`src/rtl/uart_wb_pkg.sv`:
```
// Shared constants for the UART-to-Wishbone bridge: register offsets, STATUS
// bit positions, CTRL bit positions and the TX engine state encoding.
package uart_wb_pkg;

    localparam logic [1:0] REG_DATA   = 2'd0;
    localparam logic [1:0] REG_STATUS = 2'd1;
    localparam logic [1:0] REG_CTRL   = 2'd2;
    localparam logic [1:0] REG_RSVD   = 2'd3;

    localparam int ST_RX_COUNT_LSB = 0;
    localparam int ST_TX_FREE_LSB  = 8;
    localparam int ST_RX_EMPTY     = 16;
    localparam int ST_TX_FULL      = 17;
    localparam int ST_RX_OVERRUN   = 18;
    localparam int ST_TX_DROP      = 19;
    localparam int ST_RX_UNDERRUN  = 20;

    localparam int CTRL_RX_IRQ_EN  = 0;
    localparam int CTRL_TX_IRQ_EN  = 1;
    localparam int CTRL_OVR_IRQ_EN = 2;

    typedef enum logic [1:0] {
        TX_IDLE  = 2'd0,
        TX_START = 2'd1,
        TX_WAIT  = 2'd2
    } tx_state_e;

endpackage

```
`src/rtl/sync_fifo.sv`:
```
// Single-clock FIFO with an explicit occupancy counter; a push and a pop in the
// same cycle both take effect, even when full.
module sync_fifo #(
    parameter int WIDTH      = 8,
    parameter int DEPTH_LOG2 = 4
) (
    input  logic                  clk,
    input  logic                  rst,
    input  logic                  push,
    input  logic [WIDTH-1:0]      push_data,
    input  logic                  pop,
    output logic [WIDTH-1:0]      pop_data,
    output logic                  full,
    output logic                  empty,
    output logic [DEPTH_LOG2:0]   count
);

    localparam int DEPTH = 1 << DEPTH_LOG2;
    localparam int CNT_W = DEPTH_LOG2 + 1;

    logic [WIDTH-1:0]      mem_q [DEPTH];
    logic [DEPTH_LOG2-1:0] head_q, head_d;
    logic [DEPTH_LOG2-1:0] tail_q, tail_d;
    logic [CNT_W-1:0]      count_q, count_d;
    logic                  do_push, do_pop;

    assign full     = (count_q == CNT_W'(DEPTH));
    assign empty    = (count_q == '0);
    assign count    = count_q;
    assign pop_data = mem_q[head_q];

    // A full FIFO still accepts a push when the same cycle frees a slot.
    always_comb begin
        do_pop  = pop & ~empty;
        do_push = push & (~full | do_pop);
        head_d  = head_q + DEPTH_LOG2'(do_pop);
        tail_d  = tail_q + DEPTH_LOG2'(do_push);
        count_d = count_q + CNT_W'(do_push) - CNT_W'(do_pop);
    end

    always_ff @(posedge clk) begin
        if (rst) begin
            head_q  <= '0;
            tail_q  <= '0;
            count_q <= '0;
        end else begin
            head_q  <= head_d;
            tail_q  <= tail_d;
            count_q <= count_d;
        end
    end

    always_ff @(posedge clk) begin
        if (do_push) begin
            mem_q[tail_q] <= push_data;
        end
    end

endmodule

```
`src/rtl/uart_wb_bridge.sv`:
```
// Wishbone slave exposing a UART character stream through RX/TX FIFOs, with
// sticky error flags, an interrupt enable register and a TX handshake engine.
module uart_wb_bridge
    import uart_wb_pkg::*;
#(
    parameter int DEPTH_LOG2 = 4,
    parameter int DATA_W     = 8,
    parameter int BLOCKING   = 1
) (
    input  logic              clk_bus,
    input  logic              rst_bus,
    input  logic [31:0]       dat_i,
    output logic [31:0]       dat_o,
    input  logic [31:0]       adr_i,
    input  logic              cyc_i,
    input  logic              stb_i,
    input  logic              we_i,
    input  logic [3:0]        sel_i,
    output logic              ack_o,
    output logic              err_o,
    output logic              rty_o,
    output logic              stall_o,
    input  logic              uart_ready,
    input  logic [DATA_W-1:0] uart_dat_i,
    input  logic              uart_busy,
    output logic              uart_start,
    output logic [DATA_W-1:0] uart_dat_o,
    output logic              irq_o
);

    localparam int DEPTH = 1 << DEPTH_LOG2;
    localparam int CNT_W = DEPTH_LOG2 + 1;

    logic [1:0]        reg_sel;
    logic              req, is_data, accept;
    logic              tx_push, tx_pop, tx_full, tx_empty;
    logic              rx_pop, rx_full, rx_empty;
    logic [DATA_W-1:0] tx_pop_data, rx_pop_data;
    logic [CNT_W-1:0]  tx_count, rx_count, tx_free;
    logic [31:0]       status_word;
    logic              w1c;

    logic [31:0]       dat_q, dat_d;
    logic              ack_q, ack_d, err_q, err_d, irq_q, irq_d;
    logic [2:0]        ctrl_q, ctrl_d;
    logic              ovr_q, ovr_d, drop_q, drop_d, und_q, und_d;
    tx_state_e         tx_state_q, tx_state_d;
    logic [DATA_W-1:0] tx_dat_q, tx_dat_d;

    logic              unused_bits;
    assign unused_bits = ^{sel_i, adr_i[31:4], adr_i[1:0], dat_i};

    assign reg_sel = adr_i[3:2];
    assign req     = cyc_i & stb_i;
    assign is_data = (reg_sel == REG_DATA);
    assign stall_o = (BLOCKING != 0) && req && is_data && (we_i ? tx_full : rx_empty);
    assign accept  = req & ~stall_o;
    assign tx_push = accept & we_i & is_data;
    assign rx_pop  = accept & ~we_i & is_data;
    assign w1c     = accept & we_i & (reg_sel == REG_STATUS);
    assign tx_free = CNT_W'(DEPTH) - tx_count;

    sync_fifo #(.WIDTH(DATA_W), .DEPTH_LOG2(DEPTH_LOG2)) u_tx_fifo (
        .clk       (clk_bus),
        .rst       (rst_bus),
        .push      (tx_push),
        .push_data (dat_i[DATA_W-1:0]),
        .pop       (tx_pop),
        .pop_data  (tx_pop_data),
        .full      (tx_full),
        .empty     (tx_empty),
        .count     (tx_count)
    );

    sync_fifo #(.WIDTH(DATA_W), .DEPTH_LOG2(DEPTH_LOG2)) u_rx_fifo (
        .clk       (clk_bus),
        .rst       (rst_bus),
        .push      (uart_ready),
        .push_data (uart_dat_i),
        .pop       (rx_pop),
        .pop_data  (rx_pop_data),
        .full      (rx_full),
        .empty     (rx_empty),
        .count     (rx_count)
    );

    always_comb begin
        status_word = '0;
        status_word[ST_RX_COUNT_LSB +: 8] = 8'(rx_count);
        status_word[ST_TX_FREE_LSB +: 8]  = 8'(tx_free);
        status_word[ST_RX_EMPTY]          = rx_empty;
        status_word[ST_TX_FULL]           = tx_full;
        status_word[ST_RX_OVERRUN]        = ovr_q;
        status_word[ST_TX_DROP]           = drop_q;
        status_word[ST_RX_UNDERRUN]       = und_q;
    end

    // Bus response path: registered one cycle after accept; set events win over W1C.
    always_comb begin
        ack_d  = accept & (reg_sel != REG_RSVD);
        err_d  = accept & (reg_sel == REG_RSVD);
        dat_d  = '0;
        ctrl_d = ctrl_q;
        if (accept && !we_i) begin
            case (reg_sel)
                REG_DATA:   dat_d = rx_empty ? '0 : {{(32-DATA_W){1'b0}}, rx_pop_data};
                REG_STATUS: dat_d = status_word;
                REG_CTRL:   dat_d = {29'd0, ctrl_q};
                default:    dat_d = '0;
            endcase
        end
        if (accept && we_i && reg_sel == REG_CTRL) begin
            ctrl_d = dat_i[2:0];
        end
        ovr_d  = (ovr_q  & ~(w1c & dat_i[ST_RX_OVERRUN]))  | (uart_ready & rx_full & ~rx_pop);
        drop_d = (drop_q & ~(w1c & dat_i[ST_TX_DROP]))     | (tx_push & tx_full & ~tx_pop);
        und_d  = (und_q  & ~(w1c & dat_i[ST_RX_UNDERRUN])) | (rx_pop & rx_empty);
        irq_d  = (ctrl_q[CTRL_RX_IRQ_EN] & ~rx_empty)
               | (ctrl_q[CTRL_TX_IRQ_EN] & tx_empty)
               | (ctrl_q[CTRL_OVR_IRQ_EN] & (ovr_q | drop_q));
    end

    always_comb begin
        tx_state_d = tx_state_q;
        tx_dat_d   = tx_dat_q;
        tx_pop     = 1'b0;
        case (tx_state_q)
            TX_IDLE: begin
                if (!tx_empty && !uart_busy) begin
                    tx_pop     = 1'b1;
                    tx_dat_d   = tx_pop_data;
                    tx_state_d = TX_START;
                end
            end
            TX_START: if (uart_busy)  tx_state_d = TX_WAIT;
            TX_WAIT:  if (!uart_busy) tx_state_d = TX_IDLE;
            default:  tx_state_d = TX_IDLE;
        endcase
    end

    always_ff @(posedge clk_bus) begin
        if (rst_bus) begin
            dat_q      <= '0;
            ack_q      <= 1'b0;
            err_q      <= 1'b0;
            irq_q      <= 1'b0;
            ctrl_q     <= '0;
            ovr_q      <= 1'b0;
            drop_q     <= 1'b0;
            und_q      <= 1'b0;
            tx_state_q <= TX_IDLE;
            tx_dat_q   <= '0;
        end else begin
            dat_q      <= dat_d;
            ack_q      <= ack_d;
            err_q      <= err_d;
            irq_q      <= irq_d;
            ctrl_q     <= ctrl_d;
            ovr_q      <= ovr_d;
            drop_q     <= drop_d;
            und_q      <= und_d;
            tx_state_q <= tx_state_d;
            tx_dat_q   <= tx_dat_d;
        end
    end

    assign dat_o      = dat_q;
    assign ack_o      = ack_q;
    assign err_o      = err_q;
    assign rty_o      = 1'b0;
    assign irq_o      = irq_q;
    assign uart_start = (tx_state_q == TX_START);
    assign uart_dat_o = tx_dat_q;

endmodule

```
`config.mk`:
```
export PLATFORM = sky130hd
export DESIGN_NAME = uart_wb_bridge
export DESIGN_NICKNAME = d
export VERILOG_FILES = /design/src/rtl/uart_wb_pkg.sv /design/src/rtl/sync_fifo.sv /design/src/rtl/uart_wb_bridge.sv
export SDC_FILE = /design/constraint.sdc
export NUM_CORES = 1
export LEC_CHECK = 0
export CAP_MARGIN = 20
export CORE_AREA = 2 2 154 156
export CTS_CLUSTER_DIAMETER = 120
export DETAILED_ROUTE_END_ITERATION = 7
export DIE_AREA = 0 0 156 158
export PLACE_DENSITY_LB_ADDON = 0.2
export REMOVE_ABC_BUFFERS = 1
export SKIP_CTS_REPAIR_TIMING = 1
export SYNTH_ARGS = -nofsm -noshare
export SYNTH_HDL_FRONTEND = slang
export SYNTH_HIERARCHICAL = 1
export SYNTH_SLANG_ARGS = --single-unit
```
`constraint.sdc`:
```
create_clock -name clk_bus -period 4.26 [get_ports clk_bus]
set_input_delay 0.426 -clock clk_bus [delete_from_list [all_inputs] [get_ports clk_bus]]
set_output_delay 0.426 -clock clk_bus [all_outputs]
set_load 0.02 [all_outputs]
```
After elaboration in Yosys (flattened, before gate mapping)

Memory sizes are Yosys's and may differ from the RTL's. A register that Yosys moved wholly into a read port is not among the register bits.
Index checks and enable logic that the tools add are counted.

$add $sub $neg: 9
Multipliers: 0
Divide/modulo/power cells: 0
Magnitude comparators: 0
Equality and inequality tests: 11
Shift-type cells: 0
Multiplexer cells: 14
Bitwise gates (word level): 47
Reduce and logical (&&, ||, !) cells: 16

Operator list:

| cell                                                             | number |
|---|---|
| 21-bit case mux with 3 select lines                              | 1 |
| 1-bit AND                                                        | 27 |
| 4-bit by 1-bit adder with 4-bit output                           | 4 |
| 1-bit NOT                                                        | 12 |
| 5-bit by 1-bit adder with 5-bit output                           | 2 |
| 5-bit == test (second input constant)                            | 2 |
| 5-bit logical NOT                                                | 2 |
| 5-bit by 1-bit subtractor with 5-bit output                      | 2 |
| 8-bit two-way mux                                                | 1 |
| 2-bit inequality test (second input constant)                    | 4 |
| 1-bit bitwise OR                                                 | 8 |
| 1-bit two-way mux                                                | 7 |
| 2-bit == test (second input constant)                            | 3 |
| 1-bit logical AND                                                | 6 |
| 2-bit two-way mux                                                | 3 |
| 2-bit case mux with 3 select lines                               | 1 |
| 5-bit subtractor (first input constant)                          | 1 |
| 2-bit by 1-bit == test with 1-bit output (second input constant) | 2 |
| 2-bit logical NOT                                                | 2 |
| 4-bit two-way mux                                                | 1 |
| 1-bit logical NOT                                                | 3 |
| 3-bit AND reduction                                              | 1 |
| 2-bit AND reduction                                              | 1 |
| 2-bit OR reduction                                               | 1 |

Register bits: 69
Bits in latches: 0
RAM bits: 256
ROM bits: 0
Input bits: 83
Output and inout port bits: 46
Word-level logic and storage cells: 114
Memories: 2

Memory list:

| memory          | depth | width | rd ports | clocked after memory_dff | write ports | RTL line        | source |
|---|---|---|---|---|---|---|---|
| u_rx_fifo.mem_q | 16    | 8     | 1        | 1                        | 1           | sync_fifo.sv:21 | `logic [WIDTH-1:0] mem_q [DEPTH];` |
| u_tx_fifo.mem_q | 16    | 8     | 1        | 1                        | 1           | sync_fifo.sv:21 |  |

Logic depth before layout (Yosys ltp)

Gate-level depths: netlist of the first run.

Word-level depth: 12
Depth in mapped cells: 16
Gate-level depth less buffers: 16

By module

Netlist of the first run, hierarchy kept.

By module, submodules not included:

| module         | times used | cells each | area an instance (um2) | sequential area each (um2) |
|---|---|---|---|---|
| sync_fifo      | 2          | 290        | 5641.7                 | 4103.9 |
| uart_wb_bridge | 1          | 160        | 1572.8                 | 740.7 |

Worst setup path before layout of the first run

Ideal clock, no wire load.

Kind: register -> register
Start point: reg u_rx_fifo.count_q[3] (netlist: u_rx_fifo/count[3])
End point: reg u_rx_fifo.count_q[4] (netlist: u_rx_fifo/count[4])
Arrival time: 2.957 ns
Data required time: 4.129 ns
Slack: 1.172 ns
Cell stages (with the launch flop): 16
Clock period less this slack: 3.088 ns
Cells stage by stage: dfxtp_1 -> inv_1 -> ha_1 -> nor4b_1 -> nor4_4 -> o21a_1 -> inv_1 -> ha_1 -> inv_1 -> ha_1 -> inv_1 -> fa_1 -> nor2b_1 -> o21bai_1 -> a21oi_1 -> nor3b_1

Word-level cells in the longest chain between the ends: 12
Elaborated cells on any way between the ends: 15
Those cells by class: add/sub: 2; eq/ne: 1; mux: 1; bitwise: 9; reduce/logical: 2

RTL lines:

| item                                            | RTL line             | source |
|---|---|---|
| start, declared                                 | sync_fifo.sv:24      | `logic [CNT_W-1:0] count_q, count_d;` |
| start signal, assigned                          | sync_fifo.sv:49      | `count_q <= count_d;` |
| 5-bit logical NOT (*)                           | sync_fifo.sv:28      | `assign empty = (count_q == '0);` |
| named net rx_empty                              | uart_wb_bridge.sv:37 | `logic rx_pop, rx_full, rx_empty;` |
| 1-bit two-way mux (*)                           | uart_wb_bridge.sv:56 | `assign stall_o = (BLOCKING != 0) && req && is_data && (we_i ? tx_full : rx_empty);` |
| 1-bit logical AND (*)                           | uart_wb_bridge.sv:56 |  |
| 1-bit NOT (*)                                   | uart_wb_bridge.sv:57 | `assign accept = req & ~stall_o;` |
| 1-bit AND (*)                                   | uart_wb_bridge.sv:57 |  |
| 1-bit AND (*) (2 in series)                     | uart_wb_bridge.sv:59 | `assign rx_pop = accept & ~we_i & is_data;` |
| named net rx_pop                                | uart_wb_bridge.sv:37 |  |
| 1-bit AND (*)                                   | sync_fifo.sv:34      | `do_pop = pop & ~empty;` |
| 1-bit bitwise OR                                | sync_fifo.sv:35      | `do_push = push & (~full \| do_pop);` |
| 1-bit AND                                       | sync_fifo.sv:35      |  |
| 5-bit by 1-bit adder with 5-bit output          | sync_fifo.sv:38      | `count_d = count_q + CNT_W'(do_push) - CNT_W'(do_pop);` |
| 5-bit by 1-bit subtractor with 5-bit output (*) | sync_fifo.sv:38      |  |

The timed path passes the listed nets; every way through them passes the cells marked *.
A chain may end at the register's enable or synchronous reset.

Worst setup path after layout of the first run

Start point: reg u_tx_fifo.count_q[2] (netlist: u_tx_fifo/count[2])
End point: reg u_tx_fifo.count_q[4] (netlist: u_tx_fifo/count[4])

Word-level cells in the longest chain between the ends: 10
Elaborated cells on any way between the ends: 19
Those cells by class: add/sub: 2; eq/ne: 1; mux: 3; bitwise: 9; reduce/logical: 4

RTL lines:

| item                                            | RTL line              | source |
|---|---|---|
| start, declared                                 | sync_fifo.sv:24       |  |
| start signal, assigned                          | sync_fifo.sv:49       |  |
| 5-bit logical NOT (*)                           | sync_fifo.sv:28       |  |
| named net tx_empty                              | uart_wb_bridge.sv:36  | `logic tx_push, tx_pop, tx_full, tx_empty;` |
| 1-bit logical NOT                               | uart_wb_bridge.sv:129 | `if (!tx_empty && !uart_busy) begin` |
| 1-bit logical AND                               | uart_wb_bridge.sv:129 |  |
| 1-bit two-way mux                               | uart_wb_bridge.sv:129 |  |
| 1-bit two-way mux                               | uart_wb_bridge.sv:127 | `case (tx_state_q)` |
| 1-bit AND (*)                                   | sync_fifo.sv:34       |  |
| 1-bit bitwise OR                                | sync_fifo.sv:35       |  |
| 1-bit AND                                       | sync_fifo.sv:35       |  |
| 5-bit by 1-bit adder with 5-bit output          | sync_fifo.sv:38       |  |
| 5-bit by 1-bit subtractor with 5-bit output (*) | sync_fifo.sv:38       |  |

Marked as above.

==> impl_metrics.json, run 1 <==
{
  "synth_compound_area_frac": 0.0324,
  "seq_power_share": 0.485,
  "report.final.slew_viol_count": 0,
  "place.detailed.instances": 1074,
  "combPwrFrac": 0.159,
  "run_status": "finished clean",
  "synth_area_leaders": "sky130_fd_sc_hd__edfxtp_1, sky130_fd_sc_hd__dfxtp_1, sky130_fd_sc_hd__mux4_2, sky130_fd_sc_hd__mux4_1, sky130_fd_sc_hd__ha_1",
  "synthDistinctLibCells": 54,
  "avgRoutedWirePerCell_um": 21.9,
  "max_cap_violations": 0,
  "design.portCount": 129,
  "worst-endpoint-required_ns": 4.67,
  "viasPerCell": 5.87,
  "die_y_um": 158,
  "fraction_of_final_layout_cells_with_drive_strength_greater_than_1": 0.136,
  "category_of_the_worst_setup_path_launch_point": "flip-flop",
  "pre_cts_slack_ns": 0.651,
  "vias": 6638,
  "worstPathBufferInverterCount": 6,
  "largest_family_of_logic_cells_by_synthesized_area": "multiplexers",
  "cell_internal_pwr_w": 0.00566,
  "setup_ws_ns": 0.740,
  "skew_ns": 0.0107,
  "worst_path_maximum_fanout": 10,
  "clock-sinks": 319,
  "grt_start_max_net_pins": 42,
  "holdCritPathClass": "in2reg",
  "worst_path_max_delay_cell": "sky130_fd_sc_hd__dfxtp_1",
  "synth_largest_area_cell": "sky130_fd_sc_hd__edfxtp_1",
  "timing.hold.ws_ns": 0.427,
  "timing_worst_slew_pin_value_ns": 1.02,
  "crit_path_most_repeated_cell": "sky130_fd_sc_hd__inv_1",
  "gr-total-overflow": 0,
  "clockPowerShare": 0.356,
  "fmax_ghz": 0.284,
  "finish.net_count": 923,
  "synthSimpleGateAreaFrac": 0.0715,
  "dp_hpwl_um": 15700,
  "yosys_warnings": 6,
  "yosys_register_bits": 319,
  "synth_xor_xnor_area_share": 0.0109,
  "antenna_cells": 0,
  "mappedNetlistArea_mm2": 0.0129,
  "ir_drop_v": 0.000463,
  "grt_pass1_wl_um": 38100,
  "clock_latency_ns": 0.55,
  "rsz_0062_raised_after_global_routing": "false",
  "root_buffer": "sky130_fd_sc_hd__clkbuf_16",
  "cts-buffers-inserted": 31,
  "finalWeightedCongestion": 0.799,
  "remaining_drc_errors": 0,
  "fp-row-count": 56,
  "cts-htree-levels": 1,
  "avgSynthCellArea_um2": 17.4,
  "crit_chain": "inv_1 -> ha_1 -> nor4b_1 -> buf_4 -> nor4_2 -> buf_4 -> o21a_1 -> inv_1 -> ha_1 -> inv_1 -> ha_1 -> inv_1 -> fa_1 -> nor2b_1 -> o21bai_1 -> a21oi_1 -> nor3b_1",
  "instances_no_fill": 1131,
  "grt_pass1_vias": 6742,
  "cts_tree": "built",
  "final_min_period_over_clock_period": 0.826,
  "route.final.wire_length_um": 24700,
  "synth-seq-area-share": 0.696,
  "cpLargestDelayFamily": "adder cells",
  "antenna_violating_nets_post_route": 0,
  "period_minus_slack_ns": 3.52,
  "switchingPower_w": 0.00180,
  "worst_setup_hold_path_clk_slew_ns": 0.06,
  "place.port_buffers": 58,
  "critical_path.max_stage_delay_ns": 0.42,
  "worstPathArrival_ns": 3.93,
  "swShare": 0.242,
  "dominantRegCellSynth": "sky130_fd_sc_hd__edfxtp_1",
  "postSynth.asyncResetShare": 0,
  "ctsLongestPathBuffers": 3,
  "dr.first_iter.drc_count": 580,
  "post_synth_edffs": 256,
  "total_routing_usage_gr": 0.206,
  "p_leak_nw": 4.94,
  "post_synth_fa_ha_maj_area_fraction": 0.0236,
  "layout-area-overhead-vs-synth_pct": 14.1,
  "die_area_mm2": 0.0246,
  "coreArea_mm2": 0.0231,
  "setup-tns-final_ns": 0,
  "synth_top_area_frac": 0.598,
  "synth_cells": 740,
  "initial_utilization": 0.558,
  "drt_pass1_iterations": 7,
  "powerDensity_mw_per_mm2": 509,
  "timing.critical_path.to_type": "flip-flop",
  "number_of_antenna_violations_at_the_first_check_in_global_routing": 0,
  "hold_viol": 0,
  "max-slew-margin-rel": 0.319,
  "worst-setup-path-type": "reg2reg",
  "report.final.setup_viol": 0,
  "totalPowerFinal_w": 0.00747,
  "floorplan.die.width_um": 156,
  "synth.area.mux_share": 0.130
}
==> registers in the layout, summed over array words and instances (netlist names), 2 cells and up <==
name              flops
tx_state_q            2
u_rx_fifo/mem_q     128
u_tx_fifo/head_q      4
u_tx_fifo/tail_q      4
u_rx_fifo/tail_q      4
uart_dat_o            8
u_rx_fifo/count       5
u_tx_fifo/mem_q     128
u_tx_fifo/count       5
ctrl_q                3
u_rx_fifo/head_q      4
dat_o                18
==> power by group through the flow <==
| stage | combinational (W) | sequential (W) | clock [W] |
|---|---|---|---|
| 2_1_floorplan | 0.000744 | 0.00371 | 0 |
| 3_3_place_gp | 0.00105 | 0.00374 | 0 |
| 3_5_place_dp | 0.00118 | 0.00369 | 0 |
| 4_1_cts | 0.00119 | 0.00363 | 0.00272 |
| 5_1_grt | 0.00130 | 0.00364 | 0.00284 |
| 6_report | 0.00119 | 0.00362 | 0.00266 |
==> layer usage <==
layer	wire length (µm)	up-vias	global-route usage	part of all wire
li1	-	3001	-	-
met1	10600	3356	0.291	0.43
met2	12000	249	0.340	0.49
met3	1760	32	0.0345	0.071
met4	392	0	0.0533	0.016
met5	0	-	0	0
==> final cells by class <==
cell class / instances / area, µm²
well taps: 290 / 363
clock inverters: 5 / 50.0
clock buffers: 52 / 962
fillers: 1588 / 8390
flip-flops and latches: 319 / 8950
inverters: 26 / 97.6
multi-input cells: 362 / 3500
repair buffers: 77 / 736
==> through the flow <==
stage                     area (µm²)  utilization
after global routing           14700        0.636
after detailed placement       13700        0.592
after CTS                      14700        0.636
final                          14700        0.636
after floorplan                12500            -
after global placement         13600        0.591
==> cell usage after synthesis (all sizes together), types with 3 or more instances <==
| cell type | instances |
|---|---|
| a21oi | 8 |
| a22oi | 34 |
| and2b | 3 |
| and3 | 9 |
| buf | 34 |
| clkbuf | 7 |
| clkdlybuf4s25 | 6 |
| dfxtp | 63 |
| edfxtp | 256 |
| ha | 21 |
| inv | 25 |
| mux2i | 12 |
| mux4 | 64 |
| nand2 | 33 |
| nand2b | 5 |
| nand3 | 11 |
| nand3b | 5 |
| nor2 | 58 |
| nor2b | 18 |
| nor3 | 17 |
| nor3b | 4 |
| o21ai | 3 |
| xnor2 | 7 |
| xor2 | 9 |
==> logic make-up (layout without fill, tap and decap cells) <==
kind of cell	Yosys count	after routing
other	1	15
buffers and inverters	73	160
adder cells (fa/ha/maj)	23	23
AO/OA/AOI/OAI	58	58
multiplexers	76	76
AND/OR/NAND/NOR	174	174
flip-flops	319	319
XOR/XNOR	16	16
==> final timing paths <==
check                                                   start                            end  slack (ns)  cells after the start
worst max-delay path            u_tx_fifo/count[2]$_SDFF_PP0_  u_tx_fifo/count[4]$_SDFF_PP0_        0.74                     17
worst min-delay path                                dat_i[20]               und_q$_SDFF_PP0_        0.43                      2
worst max register to register  u_tx_fifo/count[2]$_SDFF_PP0_  u_tx_fifo/count[4]$_SDFF_PP0_        0.74                     17
worst min register to register               und_q$_SDFF_PP0_               und_q$_SDFF_PP0_        0.44                      2
==> placed cells by master, fill, tap and decap left out, types with 8 or more instances in the layout <==
cell | netlist | final
sky130_fd_sc_hd__nand3_1 | 10 | 10
sky130_fd_sc_hd__edfxtp_1 | 256 | 256
sky130_fd_sc_hd__clkbuf_1 | 7 | 9
sky130_fd_sc_hd__and3_1 | 9 | 9
sky130_fd_sc_hd__dfxtp_1 | 63 | 60
sky130_fd_sc_hd__mux4_1 | 28 | 28
sky130_fd_sc_hd__buf_4 | 19 | 18
sky130_fd_sc_hd__mux4_2 | 36 | 36
sky130_fd_sc_hd__nor2b_1 | 18 | 18
sky130_fd_sc_hd__clkbuf_16 | 0 | 33
sky130_fd_sc_hd__nand2_1 | 32 | 32
sky130_fd_sc_hd__inv_1 | 25 | 25
sky130_fd_sc_hd__nor2_1 | 58 | 58
sky130_fd_sc_hd__conb_1 | 1 | 15
sky130_fd_sc_hd__a22oi_1 | 34 | 34
sky130_fd_sc_hd__ha_1 | 21 | 21
sky130_fd_sc_hd__a21oi_1 | 8 | 8
sky130_fd_sc_hd__nor3_1 | 16 | 16
sky130_fd_sc_hd__xor2_1 | 9 | 9
sky130_fd_sc_hd__mux2i_1 | 12 | 12
sky130_fd_sc_hd__clkdlybuf4s50_1 | 0 | 58
No activity file was read; power rests on OpenSTA's default activity.
==> run 2, diff against run 1 <==
==> constraint.sdc (replaced) <==
create_clock -name clk_bus -period 3.4 [get_ports clk_bus]
set_input_delay 0.34 -clock clk_bus [delete_from_list [all_inputs] [get_ports clk_bus]]
set_output_delay 0.34 -clock clk_bus [all_outputs]
set_load 0.02 [all_outputs]
==> impl_metrics.json, run 2 (synthesis results as in run 1) <==
{
  "die_area_mm2": 0.0246,
  "avgRoutedWirePerCell_um": 21.2,
  "final_min_period_over_clock_period": 0.933,
  "worst-setup-path-type": "reg2reg",
  "totalPowerFinal_w": 0.00958,
  "timing.hold.ws_ns": 0.340,
  "r2r-start": "u_rx_fifo/count[2]$_SDFF_PP0_",
  "cts-buffers-inserted": 31,
  "ctsLongestPathBuffers": 3,
  "coreArea_mm2": 0.0231,
  "fill_cells": 1530,
  "max_cap_violations": 0,
  "p_leak_nw": 5.10,
  "number_of_antenna_violations_at_the_first_check_in_global_routing": 0,
  "fraction_of_final_layout_cells_with_drive_strength_greater_than_1": 0.163,
  "report.final.slew_viol_count": 0,
  "worst_hold_path.num_cells": 2,
  "worst-endpoint-required_ns": 3.83,
  "die_y_um": 158,
  "ir_drop_v": 0.000484,
  "period_minus_slack_ns": 3.17,
  "crit_path_most_repeated_cell": "sky130_fd_sc_hd__inv_1",
  "worst_path_maximum_fanout": 6,
  "place.port_buffers": 58,
  "cp_num_cells": 16,
  "gr-total-overflow": 0,
  "antenna_cells": 0,
  "viasPerCell": 5.81,
  "worst_path_max_delay_cell": "sky130_fd_sc_hd__dfxtp_1",
  "vias": 6722,
  "finish.net_count": 951,
  "holdCritPathClass": "in2reg",
  "rsz_0062_raised_after_global_routing": "false",
  "timing.reg2reg.setup_slack_ns": 0.23,
  "root_buffer": "sky130_fd_sc_hd__clkbuf_16",
  "max-slew-margin-rel": 0.518,
  "worstPathBufferInverterCount": 5,
  "pre_cts_slack_ns": 0.241,
  "finalWeightedCongestion": 0.797,
  "dp_hpwl_um": 16400,
  "skew_ns": 0.0291,
  "fmax_ghz": 0.315,
  "clock_latency_ns": 0.56,
  "floorplan.die.width_um": 156,
  "grt_pass1_vias": 6778,
  "run_status": "finished clean",
  "hold_crit_start": "dat_i[19]",
  "worstPathArrival_ns": 3.61,
  "clock-sinks": 319,
  "critical_path.reg2reg.endpoint": "u_rx_fifo/count[4]$_SDFF_PP0_",
  "powerDensity_mw_per_mm2": 642,
  "timing.critical_path.to_type": "flip-flop",
  "layout.cells.most_common_list": "sky130_fd_sc_hd__edfxtp_1, sky130_fd_sc_hd__dfxtp_1, sky130_fd_sc_hd__nor2_1, sky130_fd_sc_hd__clkdlybuf4s50_1, sky130_fd_sc_hd__buf_4",
  "worst_setup_hold_path_clk_slew_ns": 0.06,
  "cts-htree-levels": 1,
  "report.final.setup_viol": 0,
  "grt_start_max_net_pins": 41,
  "cpLargestDelayFamily": "adder cells",
  "grt_pass1_wl_um": 37700,
  "hold_viol": 0,
  "r2r.worst_path.cells": 16,
  "drt_pass1_iterations": 5,
  "dr.first_iter.drc_count": 543,
  "total_routing_usage_gr": 0.202,
  "cts_tree": "built",
  "initial_utilization": 0.558,
  "crit_chain": "inv_1 -> ha_1 -> nor4b_1 -> buf_4 -> nor4_4 -> o21a_1 -> inv_1 -> ha_1 -> inv_1 -> ha_1 -> inv_1 -> fa_1 -> nor2b_1 -> o21bai_1 -> a21oi_1 -> nor3b_1",
  "fp-row-count": 56,
  "final_common_cell": "sky130_fd_sc_hd__edfxtp_1",
  "critical_path.max_stage_delay_ns": 0.41,
  "timing_worst_slew_pin_value_ns": 0.721,
  "remaining_drc_errors": 0,
  "route.final.wire_length_um": 24600,
  "design.portCount": 129,
  "antenna_violating_nets_post_route": 0,
  "hold_path_end": "drop_q$_SDFF_PP0_",
  "setup_ws_ns": 0.228,
  "category_of_the_worst_setup_path_launch_point": "flip-flop",
  "layout-area-overhead-vs-synth_pct": 16.1
}
[run 2: per-stage QoR]
stage | util | setup TNS (ns) | instance area (µm²) | std cells
after floorplan | - | -0.00777 | 12500 | 707
after global placement | 0.601 | 0 | 13900 | 1102
after detailed placement | 0.601 | 0 | 13900 | 1102
after global routing | 0.648 | 0 | 14900 | 1157
after CTS | 0.648 | 0 | 14900 | 1157
final | 0.648 | 0 | 14900 | 1157
[run 2: power by group]
part	leakage (nW)	internal, W	switching [W]
clock	0.519	0.00219	0.00138
sequential	2.82	0.00436	0.000147
combinational	1.76	0.000742	0.000759
[run 2: cell type report]
class,instances,area (µm²),share of cell area
clock buffer,36,795,0.0532
clock inverter,19,275,0.0184
inverter,26,97.6,0.00654
multi-input combinational,362,3500,0.235
sequential,319,8950,0.599
tap,290,363,0.0243
timing repair buffer,105,946,0.0633
[run 2: how the worst max path moves through the flow]
stage,startpoint,end,slack (ns)
floorplan,u_tx_fifo/count[2]$_SDFF_PP0_,u_tx_fifo/count[4]$_SDFF_PP0_,-0.008
global placement,adr_i[3],u_rx_fifo/count[4]$_SDFF_PP0_,0.30
detailed placement,adr_i[3],u_rx_fifo/count[4]$_SDFF_PP0_,0.24
CTS,u_rx_fifo/count[2]$_SDFF_PP0_,u_rx_fifo/count[4]$_SDFF_PP0_,0.23
global route,u_rx_fifo/count[2]$_SDFF_PP0_,u_rx_fifo/count[4]$_SDFF_PP0_,0.0009
finish,u_rx_fifo/count[2]$_SDFF_PP0_,u_rx_fifo/count[4]$_SDFF_PP0_,0.23
[run 2: layer usage]
layer  track usage  vias to the layer above  routed length (µm)
li1              -                     3063                   -
met1         0.283                     3406               10800
met2         0.338                      216               12000
met3        0.0279                       37                1370
met4        0.0542                        0                 443
met5             0                        -                   0
[run 2: worst register-to-register path, cell delays in order (launching register included)]
cell	delay (ns)
sky130_fd_sc_hd__dfxtp_1	0.41
sky130_fd_sc_hd__inv_1	0.09
sky130_fd_sc_hd__ha_1	0.22
sky130_fd_sc_hd__nor4b_1	0.14
sky130_fd_sc_hd__buf_4	0.18
sky130_fd_sc_hd__nor4_4	0.32
sky130_fd_sc_hd__o21a_1	0.21
sky130_fd_sc_hd__inv_1	0.05
sky130_fd_sc_hd__ha_1	0.26
sky130_fd_sc_hd__inv_1	0.06
sky130_fd_sc_hd__ha_1	0.15
sky130_fd_sc_hd__inv_1	0.05
sky130_fd_sc_hd__fa_1	0.38
sky130_fd_sc_hd__nor2b_1	0.20
sky130_fd_sc_hd__o21bai_1	0.11
sky130_fd_sc_hd__a21oi_1	0.15
sky130_fd_sc_hd__nor3b_1	0.06
==> run 3, diff against run 2 <==
--- a/config.mk
+++ b/config.mk
@@ -10,7 +10,7 @@
 export CTS_CLUSTER_DIAMETER = 120
 export DETAILED_ROUTE_END_ITERATION = 7
 export DIE_AREA = 0 0 156 158
-export PLACE_DENSITY_LB_ADDON = 0.2
+export PLACE_DENSITY = 0.89
 export REMOVE_ABC_BUFFERS = 1
 export SKIP_CTS_REPAIR_TIMING = 1
 export SYNTH_ARGS = -nofsm -noshare
==> impl_metrics.json, run 3 (synthesis results as in run 1) <==
{
  "antenna_cells": 0,
  "crit_chain": "inv_1 -> ha_1 -> nor4b_1 -> nor4_2 -> nor2b_1 -> ha_1 -> inv_1 -> ha_1 -> inv_1 -> fa_1 -> nor2b_1 -> o21bai_1 -> a21oi_1 -> nor3b_1",
  "final_min_period_over_clock_period": 0.921,
  "total_routing_usage_gr": 0.220,
  "worst_setup_hold_path_clk_slew_ns": 0.06,
  "hold_viol": 0,
  "route.final.wire_length_um": 26700,
  "clock-sinks": 319,
  "avgRoutedWirePerCell_um": 23.1,
  "cpLargestDelayFamily": "adder cells",
  "clock_latency_ns": 0.57,
  "worstPathArrival_ns": 3.54,
  "max-slew-margin-rel": 0.409,
  "place.detailed.instances": 1102,
  "die_area_mm2": 0.0246,
  "coreArea_mm2": 0.0231,
  "worstPathBufferInverterCount": 3,
  "report.final.slew_viol_count": 0,
  "cts_tree": "built",
  "postLayoutCoreUtil": 0.647,
  "layout.cells.most_common_list": "sky130_fd_sc_hd__edfxtp_1, sky130_fd_sc_hd__dfxtp_1, sky130_fd_sc_hd__nor2_1",
  "gr-total-overflow": 0,
  "worst-endpoint-required_ns": 3.80,
  "max_cap_violations": 0,
  "grt_pass1_vias": 7157,
  "fraction_of_final_layout_cells_with_drive_strength_greater_than_1": 0.166,
  "ctsLongestPathBuffers": 3,
  "holdCritPathClass": "in2reg",
  "floorplan.die.width_um": 156,
  "viasPerCell": 6.07,
  "vias": 7027,
  "fill_cells": 1450,
  "dr.first_iter.drc_count": 589,
  "run_status": "finished clean",
  "fmax_ghz": 0.319,
  "dp_hpwl_um": 16700,
  "cts-htree-levels": 1,
  "initial_utilization": 0.558,
  "number_of_antenna_violations_at_the_first_check_in_global_routing": 0,
  "worst_path_maximum_fanout": 5,
  "sequential_cell_area_mm2": 0.00895,
  "ir_drop_v": 0.000483,
  "timing_worst_slew_pin_value_ns": 0.886,
  "rsz_0062_raised_after_global_routing": "false",
  "period_minus_slack_ns": 3.13,
  "antenna_violating_nets_post_route": 0,
  "root_buffer": "sky130_fd_sc_hd__clkbuf_16",
  "area_of_combinational_cells_with_multiple_inputs_mm2": 0.00351,
  "p_leak_nw": 5.09,
  "place.port_buffers": 58,
  "category_of_the_worst_setup_path_launch_point": "flip-flop",
  "grt_start_max_net_pins": 42,
  "final_common_cell": "sky130_fd_sc_hd__edfxtp_1",
  "instances_no_fill": 1157,
  "grt_pass1_wl_um": 40500,
  "fp-row-count": 56,
  "drt_pass1_iterations": 7,
  "totalPowerFinal_w": 0.00959,
  "powerDensity_mw_per_mm2": 642,
  "worst-setup-path-type": "reg2reg",
  "worst_path_max_delay_cell": "sky130_fd_sc_hd__dfxtp_1",
  "remaining_drc_errors": 0,
  "timing.critical_path.to_type": "flip-flop",
  "die_y_um": 158,
  "critical_path.max_stage_delay_ns": 0.42,
  "skew_ns": 0.0298,
  "cts-buffers-inserted": 30,
  "layout-area-overhead-vs-synth_pct": 16.1,
  "finish.net_count": 950,
  "finalWeightedCongestion": 0.805,
  "design.portCount": 129,
  "report.final.setup_viol": 0
}
run 3: final timing paths:
kind,start,to,slack (ns),cells past startpoint
max reg2reg,u_tx_fifo/count[2]$_SDFF_PP0_,u_tx_fifo/count[4]$_SDFF_PP0_,0.27,14
min,dat_i[20],und_q$_SDFF_PP0_,0.34,2
min reg2reg,und_q$_SDFF_PP0_,und_q$_SDFF_PP0_,0.44,2
max,u_tx_fifo/count[2]$_SDFF_PP0_,u_tx_fifo/count[4]$_SDFF_PP0_,0.27,14
run 3: area by class of cell:
cell class | instances | share of cell area
Clock buffer | 37 | 0.0562
Clock inverter | 18 | 0.0158
Inverter | 26 | 0.00654
Multi-Input combinational cell | 362 | 0.235
Sequential cell | 319 | 0.600
Tap cell | 290 | 0.0243
Timing Repair Buffer | 105 | 0.0622
run 3: where the power goes:
group	leakage, nW	internal (W)	total, W	switching (W)
Combinational	1.76	0.000750	0.00150	0.000753
Clock	0.510	0.00213	0.00354	0.00141
Sequential	2.82	0.00436	0.00454	0.000179
run 3: worst register-to-register path: stages (launching register included):
cell and delay [ns]:
sky130_fd_sc_hd__dfxtp_1 0.42, sky130_fd_sc_hd__inv_1 0.11, sky130_fd_sc_hd__ha_1 0.22, sky130_fd_sc_hd__nor4b_1 0.17, sky130_fd_sc_hd__nor4_2 0.34, sky130_fd_sc_hd__nor2b_1 0.25
sky130_fd_sc_hd__ha_1 0.26, sky130_fd_sc_hd__inv_1 0.06, sky130_fd_sc_hd__ha_1 0.17, sky130_fd_sc_hd__inv_1 0.06, sky130_fd_sc_hd__fa_1 0.37, sky130_fd_sc_hd__nor2b_1 0.18
sky130_fd_sc_hd__o21bai_1 0.11, sky130_fd_sc_hd__a21oi_1 0.19, sky130_fd_sc_hd__nor3b_1 0.07
run 3: metrics by stage:
stage	hold slack [ns]	setup TNS (ns)	area, µm²	worst slack, ns
6_report	0.339	0	14900	0.267
5_1_grt	0.326	0	14900	0.0350
4_1_cts	0.320	0	14900	0.179
3_5_place_dp	0.427	0	13800	0.218
3_3_place_gp	0.415	0	13800	0.337
2_1_floorplan	0.407	-0.00777	12500	-0.00777
run 3: per-layer routing:
metal	track usage	up-vias	share of wire
met4	0.0773	0	0.029
li1	-	3060	-
met1	0.280	3533	0.38
met5	0	-	0
met2	0.386	362	0.51
met3	0.0381	72	0.079
